$ cat src/rtl/essr_bank_if.sv
// Bus bundle for essr_bank: per-channel set/clear requests in, channel state and
// transition statistics out.
interface essr_bank_if #(
    parameter int N     = 5,
    parameter int CNT_W = 8
);
    logic             en;
    logic [N-1:0]     x;
    logic [N-1:0]     z;
    logic             clr_cnt;
    logic [N-1:0]     g;
    logic [N-1:0]     gn;
    logic [N-1:0]     chg;
    logic [CNT_W-1:0] cnt;

    modport master (
        output en, x, z, clr_cnt,
        input  g, gn, chg, cnt
    );

    modport slave (
        input  en, x, z, clr_cnt,
        output g, gn, chg, cnt
    );
endinterface

$ cat src/rtl/essr_bank.sv
// Bank of N set/clear storage channels with optional per-input debounce, selectable
// set/clear conflict rule and a shared saturating transition counter.

// Debounce filter for an N-bit input vector. Output moves to 1 after FILT consecutive
// sampled 1s, to 0 after FILT consecutive sampled 0s, and holds otherwise.
module essr_bank_filt #(
    parameter int N    = 5,
    parameter int FILT = 2
) (
    input  logic         clk,
    input  logic         r,
    input  logic [N-1:0] d,
    output logic [N-1:0] q
);
    logic [N-1:0] hist [FILT];
    logic [N-1:0] held;
    logic [N-1:0] all_one;
    logic [N-1:0] all_zero;

    // NOTE: every variable gets a default before the loop so no path leaves it
    // unassigned; otherwise synthesis infers a latch.
    always_comb begin
        all_one  = '1;
        all_zero = '1;
        for (int i = 0; i < FILT; i++) begin
            all_one  = all_one & hist[i];
            all_zero = all_zero & ~hist[i];
        end
    end

    // A fresh run of FILT equal samples wins; otherwise the previous decision persists.
    assign q = (held | all_one) & ~all_zero;

    always_ff @(posedge clk) begin
        if (r) begin
            // NOTE: the history is reset along with the rest of the state so a reset
            // mid-debounce cannot leave stale samples that would count toward a run.
            for (int i = 0; i < FILT; i++) begin
                hist[i] <= '0;
            end
            held <= '0;
        end else begin
            hist[0] <= d;
            for (int i = 1; i < FILT; i++) begin
                hist[i] <= hist[i-1];
            end
            held <= q;
        end
    end
endmodule

module essr_bank #(
    parameter int           N     = 5,
    parameter int           MODE  = 0,
    parameter logic [N-1:0] INIT  = '0,
    parameter int           FILT  = 2,
    parameter int           CNT_W = 8
) (
    input  logic        clk,
    input  logic        r,
    essr_bank_if.slave  bus
);
    localparam int MODE_CLEAR  = 0;
    localparam int MODE_SET    = 1;
    localparam int MODE_TOGGLE = 2;

    logic [N-1:0]     x_f;
    logic [N-1:0]     z_f;
    logic [N-1:0]     g_q;
    logic [N-1:0]     gn_q;
    logic [N-1:0]     chg_q;
    logic [CNT_W-1:0] cnt_q;

    logic [N-1:0]       g_next;
    logic [N-1:0]       diff;
    logic [5:0]         pop;
    logic [CNT_W+5:0]   sum;
    logic [CNT_W-1:0]   cnt_next;

    if (FILT == 0) begin : g_bypass
        assign x_f = bus.x;
        assign z_f = bus.z;
    end else begin : g_filter
        essr_bank_filt #(.N(N), .FILT(FILT)) u_filt_x (
            .clk (clk),
            .r   (r),
            .d   (bus.x),
            .q   (x_f)
        );
        essr_bank_filt #(.N(N), .FILT(FILT)) u_filt_z (
            .clk (clk),
            .r   (r),
            .d   (bus.z),
            .q   (z_f)
        );
    end

    always_comb begin
        g_next = g_q;
        if (bus.en) begin
            for (int i = 0; i < N; i++) begin
                unique case ({x_f[i], z_f[i]})
                    2'b10:   g_next[i] = 1'b1;
                    2'b01:   g_next[i] = 1'b0;
                    2'b11: begin
                        case (MODE)
                            MODE_CLEAR:  g_next[i] = 1'b0;
                            MODE_SET:    g_next[i] = 1'b1;
                            MODE_TOGGLE: g_next[i] = ~g_q[i];
                            default:     g_next[i] = g_q[i];
                        endcase
                    end
                    default: g_next[i] = g_q[i];
                endcase
            end
        end
    end

    // The sum carries six guard bits so a full-bank change can never wrap before clipping.
    always_comb begin
        diff     = g_next ^ g_q;
        pop      = 6'($countones(diff));
        sum      = {6'b0, cnt_q} + {{CNT_W{1'b0}}, pop};
        cnt_next = (|sum[CNT_W+5:CNT_W]) ? '1 : sum[CNT_W-1:0];
    end

    // NOTE: state registers use non-blocking assignment so every register samples
    // the pre-edge values, independent of statement order.
    always_ff @(posedge clk) begin
        if (r) begin
            g_q   <= INIT;
            gn_q  <= ~INIT;
            chg_q <= '0;
            cnt_q <= '0;
        end else begin
            g_q   <= g_next;
            gn_q  <= ~g_next;
            chg_q <= diff;
            cnt_q <= bus.clr_cnt ? '0 : cnt_next;
        end
    end

    assign bus.g   = g_q;
    assign bus.gn  = gn_q;
    assign bus.chg = chg_q;
    assign bus.cnt = cnt_q;
endmodule
$ cat src/flat_wrapper.sv
// flat-port wrapper written by rule: the top's interface ports become plain ports
module essr_bank_flat 
#(
    parameter int           N     = 5,
    parameter int           MODE  = 0,
    parameter logic [N-1:0] INIT  = '0,
    parameter int           FILT  = 2,
    parameter int           CNT_W = 8
)
  (clk, r, bus_en, bus_x, bus_z, bus_clr_cnt, bus_g, bus_gn, bus_chg, bus_cnt);
  essr_bank_if #(.N(N), .CNT_W(CNT_W)) bus_i ();
  input  logic clk;
  input  logic r;
  input wire logic [$bits(bus_i.en)-1:0] bus_en;
  input wire logic [$bits(bus_i.x)-1:0] bus_x;
  input wire logic [$bits(bus_i.z)-1:0] bus_z;
  input wire logic [$bits(bus_i.clr_cnt)-1:0] bus_clr_cnt;
  output wire logic [$bits(bus_i.g)-1:0] bus_g;
  output wire logic [$bits(bus_i.gn)-1:0] bus_gn;
  output wire logic [$bits(bus_i.chg)-1:0] bus_chg;
  output wire logic [$bits(bus_i.cnt)-1:0] bus_cnt;
  assign bus_i.en = bus_en;
  assign bus_i.x = bus_x;
  assign bus_i.z = bus_z;
  assign bus_i.clr_cnt = bus_clr_cnt;
  assign bus_g = bus_i.g;
  assign bus_gn = bus_i.gn;
  assign bus_chg = bus_i.chg;
  assign bus_cnt = bus_i.cnt;
  essr_bank #(.N(N), .MODE(MODE), .INIT(INIT), .FILT(FILT), .CNT_W(CNT_W)) u_core (.clk(clk), .r(r), .bus(bus_i));
endmodule
$ cat config.mk
export PLATFORM = sky130hd
export DESIGN_NAME = essr_bank_flat
export DESIGN_NICKNAME = d
export VERILOG_FILES = /design/src/rtl/essr_bank_if.sv /design/src/rtl/essr_bank.sv /design/src/flat_wrapper.sv
export SDC_FILE = /design/constraint.sdc
export NUM_CORES = 1
export LEC_CHECK = 0
export BUFFER_PORTS_ARGS = -buffer_cell sky130_fd_sc_hd__buf_4
export CAP_MARGIN = 10
export CORE_MARGIN = 5
export CORE_UTILIZATION = 58
export CTS_CLUSTER_SIZE = 16
export DETAILED_ROUTE_END_ITERATION = 8
export PLACE_DENSITY = 0.94
export SLEW_MARGIN = 30
export SYNTH_ARGS = -nofsm -noshare
export SYNTH_HDL_FRONTEND = slang
export SYNTH_HIERARCHICAL = 1
export SYNTH_SLANG_ARGS = --single-unit
$ cat constraint.sdc
create_clock -name clk -period 6.26 [get_ports clk]
set_input_delay 0.313 -clock clk [delete_from_list [all_inputs] [get_ports clk]]
set_output_delay 0.313 -clock clk [all_outputs]
set_load 0.05 [all_outputs]
==> impl_metrics.env, run 1 <==
export IMPL_start_util=0.6023
export IMPL_die_w_um=69.10
export IMPL_gp_congestion=0.8183
export IMPL_seq_area_um2=1061
export IMPL_synthCells=181
export IMPL_dieArea_um2=4775
export IMPL_hold_viol_final=0
export IMPL_rsz0062_at_grt="no"
export IMPL_antenna_found_initial=0
export IMPL_final_antenna_net_count=0
export IMPL_path_common_cell="fa_1"
export IMPL_synthTopCellsByArea="dfxtp_1 (52%), nor2b_4 (6.8%), maj3_2 (5.6%)"
export IMPL_power_density_nw_per_um2=239.4
export IMPL_slew_violations=0
export IMPL_grt_max_degree=44
export IMPL_drt_wl_total_um=3157
export IMPL_routed_via_count=1323
export IMPL_cts_hold_buffers=0
export IMPL_cp_end_kind="register"
export IMPL_required_ns=6.54
export IMPL_grt_first_pass_wirelength_um=5595
export IMPL_finClkSkew_ns=0.01157
export IMPL_status="completed"
export IMPL_fillers=262
export IMPL_globalRouteOverflowTotal=0
export IMPL_firstDrtPassIters=4
export IMPL_cp_arrival_ns=3.80
export IMPL_syn_area_um2=2026
export IMPL_layout_commonest_cell="dfxtp_1"
export IMPL_synth_edf_count=0
export IMPL_ys_flop_type="dfxtp_1"
export IMPL_cts_resized_gates=0
export IMPL_cap_violations=0
export IMPL_cp_num_buf_inv=1
export IMPL_max_slew_margin_rel=0.6293
export IMPL_synth_distinct_cells=35
export IMPL_worstSetupStartpointType="register"
export IMPL_multi_input_area_um2=888.4
export IMPL_worst_ir_drop_vdd_uv=243.8
export IMPL_synthArstFlopShare=0
export IMPL_synth_area_leader_cell="dfxtp_1"
export IMPL_critPathSlowestCell="fa_1"
export IMPL_fin_tns_setup_ns=0
export IMPL_dp_slack_ns=2.747
export IMPL_min_from="bus_clr_cnt"
export IMPL_path_class="reg2reg"
export IMPL_cts_sinks=53
export IMPL_boundaryPins=37
export IMPL_viasPerCell=4.955
export IMPL_clk_path_buf_depth=2
export IMPL_mappedNetlistNets=202
export IMPL_fin_crit_ns=3.523
export IMPL_cts_tree="done"
export IMPL_worstPathCellList="maj3_2 -> nand2b_1 -> o21ai_0 -> nand2_1 -> fa_1 -> fa_1 -> inv_1 -> ha_1 -> fa_1 -> a21oi_4 -> nor2_1 -> and3_1 -> o21a_1"
export IMPL_drive_above_1_share=0.3122
export IMPL_row_count=21
export IMPL_drtIter0Drc=56
export IMPL_finalNetCount=241
export IMPL_yosysWarnings=6
export IMPL_startpoint="u_core/g_filter.u_filt_z/held[0]"
export IMPL_synth_avg_cell_area_um2=11.19
export IMPL_hold_ws_ns=0.1345
export IMPL_crit_path_max_fanout=6
export IMPL_clock_latency_ns=0.36
export IMPL_drcViolationCount=0
export IMPL_layout_common_cells="dfxtp_1 (53), buf_4 (36), nor2b_1 (17)"
export IMPL_power_leakage_nw=1.028
export IMPL_fmax_mhz=283.8
export IMPL_cts_setup_buffers=0
export IMPL_tightest_slew_ns=0.5560
export IMPL_cts_root_buf="clkbuf_4"
export IMPL_clk_pin_slew_ns=0.14
export IMPL_slowest_delay_ns=0.49
export IMPL_wl_per_cell_um=11.82
export IMPL_path_delay_family="adder cells"
export IMPL_track_usage=0.1439
export IMPL_synth_seq_area_share=0.5238
export IMPL_yosys_area_top_type_share=0.5238
export IMPL_grt_pass1_vias=1266
export IMPL_placed_cells=259
export IMPL_syn_to_final_growth_pct=19.02
export IMPL_period_share=0.5628
export IMPL_stdcell_count=267
export IMPL_worst_slack_ns=2.737
export IMPL_ys_seq_elements=53
export IMPL_final_util=0.7169
export IMPL_setup_violations=0
export IMPL_h_tree_depth=2
export IMPL_diodes=0
export IMPL_hp_class="in2reg"
export IMPL_timing_rr_start="u_core/g_filter.u_filt_z/held[0]"
export IMPL_numCtsBuffers=5
export IMPL_core_region_area_um2=3363
export IMPL_die_y_um=69.10
export IMPL_port_buffers=36
export IMPL_dp_hpwl_um=2420
power by group:
group,internal (mW),switching [mW]
clock network,0.0950,0.0987
registers,0.346,0.00368
logic,0.0154,0.0187
synth_stat cells (5+ instances only):
cell and instances:
maj3_2 10, inv_1 11, nor2b_4 10, a211o_1 5, dfxtp_1 53, nor2_1 10, o21ai_0 5, nor2b_1 17
nand2_1 12, a21oi_1 6
per-layer routing:
metal | routed length, µm | up-vias | global-route usage
met1 | 1393 | 597 | 0.1697
met3 | 219 | 8 | 0.05087
met4 | 63 | 0 | 0.06508
met2 | 1480 | 42 | 0.2341
li1 | - | 676 | -
met5 | 0 | - | 0
cells by family after synthesis:
group,synth area share
simple gates,0.2143
flops,0.5238
compound gates,0.1099
fa+ha+maj,0.1099
buf+inv,0.03767
xor+xnor,0.004324
metrics by stage:
step / total power [mW] / cell area, µm²
finish: 0.5772 / 2411
global placement: 0.3900 / 2322
CTS: 0.5848 / 2411
floorplan: 0.3788 / 2026
global route: 0.6046 / 2411
detailed placement: 0.3914 / 2322
flip-flops by register name, indices dropped and copies added (netlist names):
name,cells
u_core/g_filter.u_filt_z/hist,10
u_core/g_filter.u_filt_x/hist,10
u_core/bus.chg,5
u_core/g_filter.u_filt_x/held,5
u_core/bus.cnt,8
u_core/bus.g,5
u_core/g_filter.u_filt_z/held,5
u_core/bus.gn,5
worst paths after layout:
kind	to	slack, ns	cells past startpoint
max	u_core/bus.cnt[2]	2.74	13
min reg2reg	u_core/g_filter.u_filt_z/hist[0][5]	0.48	1
min	u_core/bus.cnt[6]	0.13	2
max reg2reg	u_core/bus.cnt[2]	2.74	13
cell type report:
class	count	area share
flip-flops and latches	53	0.4401
multi-input cells	112	0.3684
repair buffers	36	0.1121
well taps	46	0.02387
clock buffers	6	0.02128
inverters	12	0.01868
clock inverters	2	0.01557
No activity file was read; power rests on OpenSTA's default activity.
==> inputs of run 2 (changes only) <==
--- a/config.mk
+++ b/config.mk
@@ -8,10 +8,10 @@
 export BUFFER_PORTS_ARGS = -buffer_cell sky130_fd_sc_hd__buf_4
 export CAP_MARGIN = 10
 export CORE_MARGIN = 5
-export CORE_UTILIZATION = 58
+export CORE_UTILIZATION = 54
 export CTS_CLUSTER_SIZE = 16
 export DETAILED_ROUTE_END_ITERATION = 8
-export PLACE_DENSITY = 0.94
+export PLACE_DENSITY = 0.89
 export SLEW_MARGIN = 30
 export SYNTH_ARGS = -nofsm -noshare
 export SYNTH_HDL_FRONTEND = slang
==> constraint.sdc (replaced) <==
create_clock -name clk -period 3.68 [get_ports clk]
set_input_delay 0.184 -clock clk [delete_from_list [all_inputs] [get_ports clk]]
set_output_delay 0.184 -clock clk [all_outputs]
set_load 0.05 [all_outputs]
==> impl_metrics.env, run 2 (synthesis gave the netlist of run 1 again) <==
export IMPL_stdcell_count=270
export IMPL_fin_tns_setup_ns=0
export IMPL_antenna_found_initial=0
export IMPL_firstDrtPassIters=4
export IMPL_place_area_um2=2325
export IMPL_fin_area_um2=2449
export IMPL_max_slew_margin_rel=0.6135
export IMPL_fin_crit_ns=3.485
export IMPL_routed_via_count=1322
export IMPL_row_count=22
export IMPL_grt_max_degree=44
export IMPL_wl_per_cell_um=12.43
export IMPL_power_leakage_nw=1.047
export IMPL_diodes=0
export IMPL_h_tree_depth=2
export IMPL_drive_above_1_share=0.3108
export IMPL_drcViolationCount=0
export IMPL_worstSetupStartpointType="register"
export IMPL_drt_wl_total_um=3355
export IMPL_setup_violations=0
export IMPL_die_y_um=71.25
export IMPL_cts_tree="done"
export IMPL_hp_class="in2reg"
export IMPL_hold_viol_final=0
export IMPL_crit_path_max_fanout=6
export IMPL_final_antenna_net_count=0
export IMPL_die_w_um=71.25
export IMPL_clk_path_buf_depth=2
export IMPL_viasPerCell=4.896
export IMPL_cp_depth=13
export IMPL_cap_violations=0
export IMPL_critPathSlowestCell="fa_1"
export IMPL_drtIter0Drc=60
export IMPL_min_path_cells=2
export IMPL_slew_violations=0
export IMPL_power_density_nw_per_um2=429.7
export IMPL_cp_arrival_ns=3.69
export IMPL_finClkSkew_ns=0.005601
export IMPL_cts_sinks=53
export IMPL_worst_ir_drop_vdd_uv=372.8
export IMPL_port_buffers=36
export IMPL_gp_congestion=0.8460
export IMPL_fillers=302
export IMPL_track_usage=0.1485
export IMPL_clk_pin_slew_ns=0.09
export IMPL_globalRouteOverflowTotal=0
export IMPL_cp_end_kind="register"
export IMPL_boundaryPins=37
export IMPL_status="completed"
export IMPL_layout_common_cells="dfxtp_1 (53), buf_4 (37), nor2b_1 (17)"
export IMPL_grt_first_pass_wirelength_um=5754
export IMPL_rsz0062_at_grt="no"
export IMPL_slowest_delay_ns=0.49
export IMPL_core_region_area_um2=3661
export IMPL_cp_num_buf_inv=1
export IMPL_fmax_mhz=286.9
export IMPL_grt_pass1_vias=1258
export IMPL_worstPathCellList="maj3_2 -> nand2b_1 -> o21ai_0 -> nand2_1 -> fa_1 -> fa_1 -> inv_1 -> ha_1 -> fa_1 -> a21oi_4 -> nor2_1 -> and3_1 -> o21a_1"
export IMPL_required_ns=3.88
export IMPL_start_util=0.5533
export IMPL_worstRegToRegCells=13
export IMPL_path_delay_family="adder cells"
export IMPL_layout_commonest_cell="dfxtp_1"
export IMPL_path_common_cell="fa_1"
export IMPL_tightest_slew_ns=0.5798
export IMPL_reg2reg_setup_slack_ns=0.19
export IMPL_period_share=0.9470
export IMPL_finalNetCount=242
export IMPL_clock_latency_ns=0.30
export IMPL_dp_hpwl_um=2406
export IMPL_placed_cells=261
export IMPL_path_class="reg2reg"
export IMPL_numCtsBuffers=5
export IMPL_cts_root_buf="clkbuf_8"
export IMPL_syn_to_final_growth_pct=20.88
export IMPL_dieArea_um2=5076
export IMPL_cts_hold_buffers=0
## run 2: cell count changes in the layout (fill, tap and decap cells not counted), sizes merged
cell / before / now
clkinvlp: 1 / 0
buf: 36 / 37
clkbuf: 6 / 7
## run 2: per-layer routing
layer | share of wire | global-route usage | vias to the layer above
li1 | - | - | 676
met1 | 0.44 | 0.1873 | 614
met2 | 0.47 | 0.2286 | 29
met3 | 0.072 | 0.06311 | 3
met4 | 0.011 | 0.05010 | 0
met5 | 0 | 0 | -
## run 2: per-stage QoR
| step | worst slack (ns) | hold WS [ns] | utilization | total power [mW] |
|---|---|---|---|---|
| after global placement | 0.2673 | 0.3769 | 0.6350 | 0.6643 |
| final | 0.1949 | 0.05314 | 0.6688 | 1.052 |
| after global routing | 0.002224 | 0.04118 | 0.6688 | 1.096 |
| after detailed placement | 0.2076 | 0.3786 | 0.6350 | 0.6662 |
| after CTS | 0.1692 | 0.04563 | 0.6668 | 1.061 |
| after floorplan | 0.3548 | 0.2483 | - | 0.6444 |
## run 2: report_power, final
part | internal, mW | switching [mW] | total (mW)
logic | 0.0261 | 0.0319 | 0.0580
clock network | 0.222 | 0.179 | 0.400
registers | 0.587 | 0.00667 | 0.594
## run 2: worst paths after layout
path,startpoint,endpoint
hold reg to reg,u_core/g_filter.u_filt_x/hist[0][3],u_core/g_filter.u_filt_x/hist[0][8]
setup reg to reg,u_core/g_filter.u_filt_z/hist[0][0],u_core/bus.cnt[2]
hold / removal,bus_clr_cnt,u_core/bus.cnt[6]
setup / recovery,u_core/g_filter.u_filt_z/hist[0][0],u_core/bus.cnt[2]
## run 2: cell type report
class	count	area, µm²	area share
well taps	48	60.06	0.02453
clock buffers	7	86.33	0.03526
flip-flops and latches	53	1061	0.4333
inverters	12	45.04	0.01840
multi-input cells	112	888.4	0.3628
repair buffers	37	277.8	0.1134
clock inverters	1	30.03	0.01226
## run 2: what timing repair did
action | CTS | global route
hold endpoints to repair | 0 | 0
resized for setup | 0 | 0
buffers inserted | 0 | 1
setup endpoints to repair | 0 | 2
==> inputs of run 3 (changes only) <==
--- a/config.mk
+++ b/config.mk
@@ -8,10 +8,10 @@
 export BUFFER_PORTS_ARGS = -buffer_cell sky130_fd_sc_hd__buf_4
 export CAP_MARGIN = 10
 export CORE_MARGIN = 5
-export CORE_UTILIZATION = 54
+export CORE_UTILIZATION = 58
 export CTS_CLUSTER_SIZE = 16
 export DETAILED_ROUTE_END_ITERATION = 8
-export PLACE_DENSITY = 0.89
+export PLACE_DENSITY = 0.94
 export SLEW_MARGIN = 30
 export SYNTH_ARGS = -nofsm -noshare
 export SYNTH_HDL_FRONTEND = slang
==> constraint.sdc (replaced) <==
create_clock -name clk -period 4.42 [get_ports clk]
set_input_delay 0.221 -clock clk [delete_from_list [all_inputs] [get_ports clk]]
set_output_delay 0.221 -clock clk [all_outputs]
set_load 0.05 [all_outputs]
==> impl_metrics.env, run 3 (synthesis gave the netlist of run 1 again) <==
export IMPL_drive_above_1_share=0.3108
export IMPL_core_region_area_um2=3363
export IMPL_placed_cells=259
export IMPL_max_slew_margin_rel=0.6273
export IMPL_final_util=0.7199
export IMPL_wl_per_cell_um=11.91
export IMPL_fmax_mhz=284.5
export IMPL_holdPathEnd="u_core/g_filter.u_filt_x/hist[0][2]"
export IMPL_die_y_um=69.10
export IMPL_required_ns=4.70
export IMPL_cap_violations=0
export IMPL_seqPwrFrac=0.605
export IMPL_die_w_um=69.10
export IMPL_min_path_cells=2
export IMPL_clock_latency_ns=0.36
export IMPL_combPwrFrac=0.060
export IMPL_cp_arrival_ns=3.80
export IMPL_fin_crit_ns=3.515
export IMPL_layout_commonest_cell="dfxtp_1"
export IMPL_slew_violations=0
export IMPL_worstRegToRegCells=13
export IMPL_rsz0062_at_grt="no"
export IMPL_timing_rr_start="u_core/g_filter.u_filt_z/held[0]"
export IMPL_finClkSkew_ns=0.01042
export IMPL_seq_area_um2=1061
export IMPL_drtIter0Drc=63
export IMPL_final_antenna_net_count=0
export IMPL_setup_violations=0
export IMPL_finalNetCount=242
export IMPL_status="completed"
export IMPL_p_switching_uw=171.0
export IMPL_routed_via_count=1328
export IMPL_clk_pin_slew_ns=0.14
export IMPL_start_util=0.6023
export IMPL_dieArea_um2=4775
export IMPL_firstDrtPassIters=4
export IMPL_tightest_slew_ns=0.5591
export IMPL_layout_common_cells="dfxtp_1 (53), buf_4 (36), nor2b_1 (17)"
export IMPL_cts_hold_buffers=0
export IMPL_period_share=0.7954
export IMPL_syn_to_final_growth_pct=19.52
export IMPL_numCtsBuffers=5
export IMPL_power_leakage_nw=1.033
export IMPL_track_usage=0.1449
export IMPL_cts_sinks=53
export IMPL_grt_max_degree=44
export IMPL_clk_path_buf_depth=2
export IMPL_worst_ir_drop_vdd_uv=324.8
export IMPL_globalRouteOverflowTotal=0
export IMPL_dp_hpwl_um=2419
export IMPL_power_density_nw_per_um2=337.6
export IMPL_multi_input_area_um2=888.4
export IMPL_fillers=261
export IMPL_hp_class="in2reg"
export IMPL_power_total_uw=817.5
export IMPL_drcViolationCount=0
export IMPL_cts_setup_buffers=0
export IMPL_hold_viol_final=0
export IMPL_p_sw_frac=0.2092
export IMPL_grt_first_pass_wirelength_um=5589
export IMPL_worstSetupStartpointType="register"
export IMPL_power_internal_uw=646.4
export IMPL_antenna_found_initial=0
export IMPL_regToRegEndpoint="u_core/bus.cnt[2]"
export IMPL_cts_root_buf="clkbuf_4"
export IMPL_stdcell_count=268
export IMPL_min_from="bus_x[2]"
export IMPL_h_tree_depth=2
export IMPL_diodes=0
export IMPL_viasPerCell=4.955
export IMPL_drt_wl_total_um=3191
export IMPL_row_count=21
export IMPL_port_buffers=36
export IMPL_crit_path_max_fanout=6
export IMPL_grt_pass1_vias=1273
export IMPL_gp_congestion=0.8183
export IMPL_p_clk_frac=0.335
export IMPL_cts_tree="done"
export IMPL_reg2reg_setup_slack_ns=0.90
export IMPL_cp_end_kind="register"
export IMPL_cts_resized_gates=0
export IMPL_path_class="reg2reg"
export IMPL_boundaryPins=37
export IMPL_fin_tns_setup_ns=0
run 3: changes by cell type in the layout (fill, tap and decap cells not counted):
cell	change
buf_4	-1
clkbuf_1	-1
clkbuf_4	+5
clkbuf_8	-5
clkinvlp_4	+1
dlygate4sd3_1	+1
run 3: how the worst max path moves through the flow:
stage	from	endpoint	slack [ns]	cells past startpoint
after floorplan	u_core/g_filter.u_filt_z/held[0]	u_core/bus.cnt[2]	1.09	13
final	u_core/g_filter.u_filt_z/held[0]	u_core/bus.cnt[2]	0.90	13
after detailed placement	u_core/g_filter.u_filt_z/held[0]	u_core/bus.cnt[2]	0.91	13
after global routing	u_core/g_filter.u_filt_z/held[0]	u_core/bus.cnt[2]	0.74	13
after CTS	u_core/g_filter.u_filt_z/held[0]	u_core/bus.cnt[2]	0.91	13
after global placement	u_core/g_filter.u_filt_z/held[0]	u_core/bus.cnt[2]	1.02	13
run 3: layout make-up:
class,instances,share of cell area
well taps,46,0.02377
clock inverters,2,0.01550
flip-flops and latches,53,0.4382
clock buffers,6,0.02119
multi-input cells,112,0.3669
inverters,12,0.01860
repair buffers,37,0.1158
run 3: worst max-delay path: stages (launching register included):
cell      delay (ns)
dfxtp_1         0.33
maj3_2          0.33
nand2b_1        0.15
o21ai_0         0.14
nand2_1         0.10
fa_1            0.46
fa_1            0.49
inv_1           0.04
ha_1            0.20
fa_1            0.45
a21oi_4         0.24
nor2_1          0.10
and3_1          0.22
o21a_1          0.18
run 3: through the flow:
| stage | hold WS, ns | setup slack (ns) | instance area (µm²) |
|---|---|---|---|
| CTS | 0.008895 | 0.9068 | 2411 |
| finish | 0.05496 | 0.9045 | 2421 |
| floorplan | 0.2853 | 1.095 | 2026 |
| global route | 0.03002 | 0.7415 | 2421 |
| global placement | 0.4167 | 1.017 | 2322 |
| detailed placement | 0.4188 | 0.9118 | 2322 |
run 3: metal layers:
metal	up-vias	wire [µm]	track usage
met5	-	0	0
met4	0	40	0.06508
met3	5	202	0.05669
met2	36	1507	0.2320
met1	606	1441	0.1708
li1	681	-	-
run 3: power groups by stage:
stage / sequential, mW / combinational, mW / clock, mW
after CTS: 0.495 / 0.0491 / 0.284
final: 0.495 / 0.0491 / 0.274
after floorplan: 0.511 / 0.0251 / 0
after global routing: 0.496 / 0.0538 / 0.307
after detailed placement: 0.505 / 0.0489 / 0
after global placement: 0.505 / 0.0474 / 0
